$ cat src/rtl/conv_encoder_punct_if.sv
// Bit-serial stream bundle for conv_encoder_punct.
// The input side (in_*) carries scrambled data bits into the encoder and the
// output side (out_*) carries coded bits to the interleaver. The encoder uses
// the slave modport; the surrounding logic (or a bench) uses the master modport.
interface conv_encoder_punct_if;
   logic in_valid;
   logic in_bit;
   logic in_last;
   logic in_ready;
   logic out_valid;
   logic out_bit;
   logic out_last;
   logic out_ready;

   modport slave (
      input  in_valid, in_bit, in_last, out_ready,
      output in_ready, out_valid, out_bit, out_last
   );

   modport master (
      output in_valid, in_bit, in_last, out_ready,
      input  in_ready, out_valid, out_bit, out_last
   );
endinterface

$ cat src/rtl/conv_encoder_punct.sv
// conv_encoder_punct
// 802.11a rate-1/2, K=7 convolutional encoder (g0=133o, g1=171o) with
// puncturing to 2/3 or 3/4. One data bit in, up to two coded bits pushed into
// a small output FIFO per accepted bit; the FIFO head drives the serial output.
// Optional feature macro: TAIL_FLUSH_EN -- when defined, six zero tail bits are
// injected after in_last so the trellis returns to the all-zero state and
// out_last tags the final tail-derived coded bit. When undefined, upstream is
// expected to supply the tail and out_last tags the last bit coded from the
// in_last data bit.
module conv_encoder_punct #(
   parameter int BUF_DEPTH = 4
) (
   input  logic                  Clk,
   input  logic                  Reset,
   input  logic [1:0]            rate,
   conv_encoder_punct_if.slave   io,
   output logic                  busy
);

   localparam int PW = (BUF_DEPTH <= 2) ? 1 : $clog2(BUF_DEPTH);
   localparam int CW = $clog2(BUF_DEPTH + 1);

   typedef enum logic [1:0] {
      IDLE  = 2'd0,
      DATA  = 2'd1,
      TAIL  = 2'd2,
      DRAIN = 2'd3
   } state_t;

`ifdef TAIL_FLUSH_EN
   localparam state_t AFTER_LAST = TAIL;
`else
   localparam state_t AFTER_LAST = DRAIN;
`endif

   // Generator g0 = 133o: taps at delays 0,2,3,5,6.
   function automatic logic code_a(input logic b, input logic [5:0] s);
      return b ^ s[1] ^ s[2] ^ s[4] ^ s[5];
   endfunction

   // Generator g1 = 171o: taps at delays 0,1,2,3,6.
   function automatic logic code_b(input logic b, input logic [5:0] s);
      return b ^ s[0] ^ s[1] ^ s[2] ^ s[5];
   endfunction

   // Circular pointer advance; depth need not be a power of two.
   function automatic logic [PW-1:0] ptr_inc(input logic [PW-1:0] p);
      return (int'(p) == BUF_DEPTH - 1) ? '0 : p + 1'b1;
   endfunction

   // Frame control state
   state_t          state;
   logic [1:0]      rate_q;
   logic [1:0]      phase;
   logic [5:0]      sreg;
   logic [2:0]      tail_cnt;

   // Output FIFO
   logic [BUF_DEPTH-1:0] mem_bit;
   logic [BUF_DEPTH-1:0] mem_last;
   logic [PW-1:0]        rd_ptr;
   logic [PW-1:0]        wr_ptr;
   logic [PW-1:0]        wr_ptr_nx1;
   logic [CW-1:0]        occ;

   // Combinational datapath/control
   logic       fifo_nempty;
   logic       free_ok;
   logic       in_ready_c;
   logic       acc;
   logic       tail_go;
   logic       enc_go;
   logic       enc_bit;
   logic [1:0] eff_rate;
   logic       bit_a;
   logic       bit_b;
   logic       keep_a;
   logic       keep_b;
   logic [1:0] phase_nxt;
   logic       frame_end;
   logic [1:0] push_cnt;
   logic       push_bit0;
   logic       push_bit1;
   logic       push_last0;
   logic       push_last1;
   logic       pop;
   logic       pop_last;

   assign fifo_nempty = (occ != '0);
   assign free_ok     = (int'(occ) <= BUF_DEPTH - 2);
   assign in_ready_c  = !Reset && ((state == IDLE) || (state == DATA)) && free_ok;
   assign acc         = io.in_valid && in_ready_c;
   assign tail_go     = (state == TAIL) && free_ok;
   assign enc_go      = acc || tail_go;
   assign enc_bit     = acc ? io.in_bit : 1'b0;
   assign eff_rate    = (state == IDLE) ? rate : rate_q;
   assign bit_a       = code_a(enc_bit, sreg);
   assign bit_b       = code_b(enc_bit, sreg);
   assign pop         = fifo_nempty && io.out_ready;
   assign pop_last    = pop && mem_last[rd_ptr];
   assign wr_ptr_nx1  = ptr_inc(wr_ptr);

`ifdef TAIL_FLUSH_EN
   assign frame_end = tail_go && (tail_cnt == 3'd5);
`else
   assign frame_end = acc && io.in_last;
`endif

   // Puncture pattern selection and next phase for the bit being encoded.
   always_comb begin
      keep_a    = 1'b1;
      keep_b    = 1'b1;
      phase_nxt = 2'd0;
      case (eff_rate)
         2'b01: begin
            keep_b    = (phase == 2'd0);
            phase_nxt = (phase == 2'd1) ? 2'd0 : 2'd1;
         end
         2'b10: begin
            keep_a    = (phase != 2'd2);
            keep_b    = (phase != 2'd1);
            phase_nxt = (phase == 2'd2) ? 2'd0 : phase + 2'd1;
         end
         default: begin
            keep_a    = 1'b1;
            keep_b    = 1'b1;
            phase_nxt = 2'd0;
         end
      endcase
   end

   // Kept bits are packed A-then-B; the frame-end tag goes on whichever is last.
   always_comb begin
      push_cnt   = 2'd0;
      push_bit0  = 1'b0;
      push_bit1  = 1'b0;
      push_last0 = 1'b0;
      push_last1 = 1'b0;
      if (enc_go) begin
         if (keep_a && keep_b) begin
            push_cnt   = 2'd2;
            push_bit0  = bit_a;
            push_bit1  = bit_b;
            push_last1 = frame_end;
         end else begin
            push_cnt   = 2'd1;
            push_bit0  = keep_a ? bit_a : bit_b;
            push_last0 = frame_end;
         end
      end
   end

   // FIFO storage: data only, no reset needed since occupancy gates the output.
   always_ff @(posedge Clk) begin
      if (push_cnt != 2'd0) begin
         mem_bit[wr_ptr]  <= push_bit0;
         mem_last[wr_ptr] <= push_last0;
      end
      if (push_cnt == 2'd2) begin
         mem_bit[wr_ptr_nx1]  <= push_bit1;
         mem_last[wr_ptr_nx1] <= push_last1;
      end
   end

   // FIFO pointers and occupancy; push and pop may coincide.
   always_ff @(posedge Clk) begin
      if (Reset) begin
         rd_ptr <= '0;
         wr_ptr <= '0;
         occ    <= '0;
      end else begin
         if (pop)
            rd_ptr <= ptr_inc(rd_ptr);
         if (push_cnt == 2'd2)
            wr_ptr <= ptr_inc(wr_ptr_nx1);
         else if (push_cnt == 2'd1)
            wr_ptr <= wr_ptr_nx1;
         occ <= occ + CW'(push_cnt) - CW'(pop);
      end
   end

   // Frame FSM with encoder state, puncture phase, tail count and busy flag.
   always_ff @(posedge Clk) begin
      if (Reset) begin
         state    <= IDLE;
         rate_q   <= 2'b00;
         phase    <= 2'd0;
         sreg     <= 6'd0;
         tail_cnt <= 3'd0;
         busy     <= 1'b0;
      end else begin
         if (enc_go) begin
            sreg  <= {sreg[4:0], enc_bit};
            phase <= phase_nxt;
         end
         case (state)
            IDLE: begin
               if (acc) begin
                  rate_q <= rate;
                  busy   <= 1'b1;
                  state  <= io.in_last ? AFTER_LAST : DATA;
               end
            end
            DATA: begin
               if (acc && io.in_last)
                  state <= AFTER_LAST;
            end
            TAIL: begin
               if (tail_go) begin
                  tail_cnt <= tail_cnt + 3'd1;
                  if (tail_cnt == 3'd5)
                     state <= DRAIN;
               end
            end
            DRAIN: begin
               if (pop_last) begin
                  state    <= IDLE;
                  busy     <= 1'b0;
                  sreg     <= 6'd0;
                  phase    <= 2'd0;
                  tail_cnt <= 3'd0;
               end
            end
            default: state <= IDLE;
         endcase
      end
   end

   assign io.in_ready  = in_ready_c;
   assign io.out_valid = fifo_nempty;
   assign io.out_bit   = fifo_nempty & mem_bit[rd_ptr];
   assign io.out_last  = fifo_nempty & mem_last[rd_ptr];

endmodule

$ cat src/flat_wrapper.sv
// flat-port wrapper written by rule: the top's interface ports become plain ports
module conv_encoder_punct_flat 
#(
   parameter int BUF_DEPTH = 4
)
  (Clk, Reset, rate, busy, io_in_valid, io_in_bit, io_in_last, io_out_ready, io_in_ready, io_out_valid, io_out_bit, io_out_last);
  conv_encoder_punct_if io_i ();
  input  logic Clk;
  input  logic Reset;
  input  logic [1:0] rate;
  output logic busy;
  input wire logic [$bits(io_i.in_valid)-1:0] io_in_valid;
  input wire logic [$bits(io_i.in_bit)-1:0] io_in_bit;
  input wire logic [$bits(io_i.in_last)-1:0] io_in_last;
  input wire logic [$bits(io_i.out_ready)-1:0] io_out_ready;
  output wire logic [$bits(io_i.in_ready)-1:0] io_in_ready;
  output wire logic [$bits(io_i.out_valid)-1:0] io_out_valid;
  output wire logic [$bits(io_i.out_bit)-1:0] io_out_bit;
  output wire logic [$bits(io_i.out_last)-1:0] io_out_last;
  assign io_i.in_valid = io_in_valid;
  assign io_i.in_bit = io_in_bit;
  assign io_i.in_last = io_in_last;
  assign io_i.out_ready = io_out_ready;
  assign io_in_ready = io_i.in_ready;
  assign io_out_valid = io_i.out_valid;
  assign io_out_bit = io_i.out_bit;
  assign io_out_last = io_i.out_last;
  conv_encoder_punct #(.BUF_DEPTH(BUF_DEPTH)) u_core (.Clk(Clk), .Reset(Reset), .rate(rate), .io(io_i), .busy(busy));
endmodule
$ cat config.mk
export PLATFORM = sky130hd
export DESIGN_NAME = conv_encoder_punct_flat
export DESIGN_NICKNAME = d
export VERILOG_FILES = /design/src/rtl/conv_encoder_punct_if.sv /design/src/rtl/conv_encoder_punct.sv /design/src/flat_wrapper.sv
export SDC_FILE = /design/constraint.sdc
export NUM_CORES = 1
export LEC_CHECK = 0
export ABC_AREA = 1
export CORE_ASPECT_RATIO = 1.4
export CORE_MARGIN = 8
export CORE_UTILIZATION = 53
export CTS_CLUSTER_DIAMETER = 30
export DETAILED_ROUTE_END_ITERATION = 8
export GPL_TIMING_DRIVEN = 0
export PLACE_DENSITY = 0.72
export SETUP_SLACK_MARGIN = 0.02
export SYNTH_ARGS = -nofsm -noshare
export SYNTH_HDL_FRONTEND = slang
export SYNTH_SLANG_ARGS = --single-unit
$ cat constraint.sdc
create_clock -name Clk -period 3.15 [get_ports Clk]
set_input_delay 0.945 -clock Clk [delete_from_list [all_inputs] [get_ports Clk]]
set_output_delay 0.945 -clock Clk [all_outputs]
set_load 0.01 [all_outputs]
# Word level (Yosys, flattened, before mapping)
# Cells that the tools add are included.
[classes] bitwise=10 order_cmp=6 reduce_logical=24 n_eq_ne=20 n_mux=58 n_addsub=7
[op_table] cell="2-bit 2-to-1 mux" count=18
[op_table] cell="1-bit 2-to-1 mux" count=18
[op_table] cell="6-bit 2-to-1 mux" count=3
[op_table] cell="4-bit bitwise mux" count=4
[op_table] cell="4-bit 2-to-1 mux" count=4
[op_table] cell="2-bit by 1-bit == test with 1-bit output (second input constant)" count=7
[op_table] cell="2-bit == test (second input constant)" count=5
[op_table] cell="1-bit logical AND" count=10
[op_table] cell="2-bit by 1-bit inequality test with 1-bit output (second input constant)" count=5
[op_table] cell="2-bit by 3-bit < comparator with 1-bit output (second input constant)" count=3
[op_table] cell="2-bit by 1-bit adder with 2-bit output (second input constant)" count=4
[op_table] cell="2-bit one-hot mux with 4 select lines" count=1
[op_table] cell="2-bit nonzero test" count=4
[op_table] cell="1-bit XOR" count=8
[op_table] cell="3-bit 2-to-1 mux" count=2
[op_table] cell="3-bit one-hot mux with 2 select lines" count=1
[op_table] cell="3-bit AND reduction" count=2
[op_table] cell="5-bit AND reduction" count=1
[op_table] cell="1-bit binary-select mux with 2-bit select" count=2
[op_table] cell="1-bit demux with 2-bit select" count=2
[op_table] cell="2-bit by 1-bit >= comparator with 1-bit output (second input constant)" count=2
[op_table] cell="2-bit logical NOT" count=2
[op_table] cell="2-bit inequality test (second input constant)" count=2
[op_table] cell="1-bit one-hot mux with 2 select lines" count=2
[op_table] cell="other kinds (11)" count=13
[word_totals] input_bits=8 register_bits=31 word_cells=136

# Longest topological paths before layout
[logic_depth] ltp_word=17 depth_mapped=19 ltp_nobuf=18

# Least setup slack after synthesis
# No wires, ideal clock.
[synth_path] path_type="input-to-reg" startpoint="in rate[0]" endpoint="reg u_core.occ[2]" path_buffers=0 cell_stages=14 path_slack_ns=0.009 required_ns=3.079 t_arrival_ns=3.071 cell_sequence="nand2_1 o21ai_0 inv_1 ha_1 a21oi_1 o21ai_0 nand2_1 nor2_4 inv_1 ha_1 fa_1 xor2_1 or2_2 a21oi_1"
[synth_between] elab_chain_len=8
[synth_lines] item="start, declared" line_no="flat_wrapper.sv:10" rtl="input logic [1:0] rate;"
[synth_lines] item="2-bit 2-to-1 mux (*)" line_no="conv_encoder_punct.sv:96" rtl="assign eff_rate = (state == IDLE) ? rate : rate_q;"
[synth_lines] item="2-bit == test / 2-bit by 1-bit == test with 1-bit output (equally long branches)" line_no="conv_encoder_punct.sv:114" rtl="case (eff_rate)"
[synth_lines] item="1-bit one-hot mux with 2 select lines / 1-bit 2-to-1 mux (equally long branches)" line_no="conv_encoder_punct.sv:114"
[synth_lines] item="1-bit logical AND (*)" line_no="conv_encoder_punct.sv:140" rtl="if (keep_a && keep_b) begin"
[synth_lines] item="2-bit 2-to-1 mux (*)" line_no="conv_encoder_punct.sv:140"
[synth_lines] item="2-bit 2-to-1 mux (*)" line_no="conv_encoder_punct.sv:139" rtl="if (enc_go) begin"
[synth_lines] item="3-bit by 2-bit adder with 3-bit output (*)" line_no="conv_encoder_punct.sv:178" rtl="occ <= occ + CW'(push_cnt) - CW'(pop);"
[synth_lines] item="3-bit by 1-bit subtractor with 3-bit output (*)" line_no="conv_encoder_punct.sv:178"
[synth_lines] item="end signal, assigned" line_no="conv_encoder_punct.sv:178"
[synth_lines] item="end, declared" line_no="conv_encoder_punct.sv:64" rtl="logic [CW-1:0] occ;"
# Mark *: on every way between the ends. The rest lies on a longest branch, timed or not.
# A chain may end at the register's enable or synchronous reset.

# Worst setup path after layout
[layout_path] startpoint="in Reset" endpoint="out io_in_ready"
[layout_between] elab_chain_len=3
[layout_lines] item="start, declared" line_no="flat_wrapper.sv:9" rtl="input logic Reset;"
[layout_lines] item="1-bit logical NOT" line_no="conv_encoder_punct.sv:91" rtl="assign in_ready_c = !Reset && ((state == IDLE) || (state == DATA)) && free_ok;"
[layout_lines] item="1-bit logical AND (2 in series)" line_no="conv_encoder_punct.sv:91"
[layout_lines] item="end, declared" line_no="flat_wrapper.sv:16" rtl="output wire logic [$bits(io_i.in_ready)-1:0] io_in_ready;"
# No other way between the ends.

==> results.yml <==
timing:
  whs_ns: 0.467
  final_hold_viol_count: 0
  tightestPinTransition_ns: 0.679
  fmax_mhz: 329
  rsz0062_at_grt: "no"
  finalCritPeriodShare: 0.965
  finalSetupViolations: 0
  setup_slack_ns: 0.111
  timing.slew.headroom: 0.544
  finClkSkew_ns: 0.00349
  finalMaxSlewViolations: 0
  period_minus_slack_ns: 3.04
worst_hold_path:
  worstHoldPathType: "reg -> reg"
  holdPathStages: 2
yosys:
  syn_area_per_cell_sq_um: 7.01
  synth_top_family_by_area: "simple AND/OR/NAND/NOR gates"
  syn_area_sq_mm: 0.00198
  synth_simple_gate_area_share: 0.254
  synth_cells: 282
  yosysWarnings: 0
  synthMuxAreaShare: 0.00506
  synth_nets: 310
  ys_seq_area_frac: 0.314
  synth_compound_area_frac: 0.155
  synthXorXnorAreaFrac: 0.0221
  synth.distinct_cells: 31
  ys_ff_latch: 31
  synthAdderAreaFrac: 0.130
route:
  ant_nets: 0
  first_pass_iters: 4
  wl_met2_mm: 2.19
  wl_mm: 4.26
  wl_met3_um: 130
  wire_per_inst_um: 12.2
  wl_met1_mm: 1.87
  first_iter_violations: 45
  routed.top_layer: "met4"
  drcViolationCount: 0
  vias: 1806
  via_per_inst: 5.16
cells_and_area:
  drive_above_1_share: 0.169
  seq_area_sq_um: 621
  final_cell_mix: "nand2_1, inv_1, dfxtp_1"
  area_growth_pct: 22.2
  nFillCells: 316
  final_common_cell: "nand2_1"
  multi_input_area_sq_mm: 0.00124
  antenna_cells: 0
  nets: 336
global_routing:
  grt_antenna_before_repair: 0
  grt_usage: 0.153
  grt_pass1_vias: 1686
  grt-ovfl-total: 0
  grt_max_degree: 11
  grt_pass1_wl_mm: 7.13
clock_tree:
  max-clock-path-buffers: 2
  cts_buffers: 5
  clock_latency_ns: 0.28
  cts-root-buf: "clkbuf_8"
  holdBufCountCts: 0
  clk_pin_slew_ns: 0.07
  clock-sinks: 31
  ctsHtreeMaxLevel: 2
  cts_tree: "done"
floorplan:
  ioPinCount: 13
  die_w_um: 67.6
  dieArea_sq_mm: 0.00597
  rows: 26
  fp.coreArea_sq_mm: 0.00361
  initial_utilization: 0.548
  die_h_um: 88.3
setup_path:
  worstSetupPathType: "in -> out"
  crit_chain: "clkdlybuf4s50_1 -> inv_2 -> o21ai_0 -> nor2_1 -> dlygate4sd2_1"
  r2r_cells: 17
  cp_max_fo: 7
  critPathCaptureType: "primary output"
  crit_arrival_ns: 2.09
  cp.required_ns: 2.20
  critPathMaxStageDelay_ns: 0.45
  cp_slowest_cell: "clkdlybuf4s50_1"
  startpoint_type: "input pin"
power_and_ir_drop:
  peakVddDrop_mv: 0.680
  power_density_mw_per_mm2: 996
  total_power_w: 0.00241
  p_leak_nw: 1.08
outcome:
  outcome: "finished, final reports clean"
placed_design:
  post-place-ws_ns: -0.691
  hpwl_mm: 3.10
  io_buffers: 12
  globalplace.congestion: 0.789
job:
  maxCapViolCount: 0
metal layers:
| layer | up-vias | track usage |
|---|---|---|
| met5 | - | 0 |
| met4 | 0 | 0.0630 |
| met3 | 7 | 0.0393 |
| met2 | 30 | 0.273 |
| met1 | 822 | 0.164 |
| li1 | 947 | - |
power by group:
part / switching (W) / internal [W]
clock: 0.000147 / 0.000171
combinational: 0.000823 / 0.000637
sequential: 0.000109 / 0.000520
metrics by stage:
step	std cells	utilization	setup TNS (ns)	area [sq um]
floorplan	282	-	0	1980
global placement	336	0.597	-1.35	2160
detailed placement	336	0.597	-1.35	2160
CTS	346	0.636	-0.0716	2300
global route	350	0.669	0	2420
finish	350	0.669	0	2420
critical path, delay by kind of cell:
kind / cells / cell delay (ns)
simple gates: 1 / 0.17
buf+inv: 3 / 0.88
compound gates: 1 / 0.10
kinds of logic (layout without fill, tap and decap cells):
group / Yosys count / count (layout)
AND/OR/NAND/NOR: 112 / 112
flip-flops: 31 / 31
AO/OA/AOI/OAI: 55 / 55
buffers and inverters: 58 / 84
adder cells (fa/ha/maj): 20 / 20
XOR/XNOR: 5 / 5
multiplexers: 1 / 1
registers in the layout, indices dropped and copies added, names as in the netlist:
signal and count:
u_core.busy 1, u_core.mem_bit 4, u_core.mem_last 4, u_core.occ 3, u_core.phase 2, u_core.rate_q 2
u_core.rd_ptr 2, u_core.sreg 6, u_core.state 2, u_core.tail_cnt 3, u_core.wr_ptr 2
timing repair:
item | CTS | global route
pin swaps | 2 | 7
resized for setup | 11 | 23
buffers inserted | 3 | 4
endpoints found under the setup margin | 3 | 1
final cells by class:
type                       count  share of cell area
multi-input combinational    193               0.514
buffer                         4              0.0140
sequential                    31               0.257
tap                           42              0.0217
inverter                      54              0.0839
clock buffer                   6              0.0342
timing repair buffer          19              0.0730
clock inverter                 1             0.00207
cells in the mapped netlist:
library cell	instances	share of area
nor3_2	1	0.0051
fa_1	1	0.010
nand3_2	1	0.0051
mux2i_1	1	0.0051
nand3_1	11	0.028
a211oi_1	4	0.015
inv_2	1	0.0019
nand4_1	4	0.013
nor3_1	4	0.010
nor2_4	3	0.017
dfxtp_1	31	0.31
or2_2	1	0.0032
nand2_1	51	0.097
a31oi_1	1	0.0032
nor2_2	2	0.0063
a21oi_2	2	0.0089
inv_1	53	0.10
o21ai_1	1	0.0025
a21oi_1	21	0.053
nand3b_1	1	0.0038
o211ai_1	5	0.019
nand2_2	2	0.0063
buf_4	1	0.0038
ha_1	19	0.12
o21ai_0	21	0.053
xor2_1	4	0.018
or3_1	1	0.0032
xnor2_1	1	0.0044
buf_6	2	0.011
clkbuf_1	1	0.0019
nor2_1	30	0.057
final timing paths:
kind,startpoint,to,slack (ns)
worst min register to register,u_core.sreg[3]$_SDFF_PP0_,u_core.sreg[4]$_SDFF_PP0_,0.47
worst max register to register,u_core.state[0]$_SDFFE_PP0P_,u_core.occ[2]$_SDFF_PP0_,0.20
worst min-delay path,u_core.sreg[3]$_SDFF_PP0_,u_core.sreg[4]$_SDFF_PP0_,0.47
worst max-delay path,Reset,io_in_ready,0.11
(Power assumes the default switching activity.)
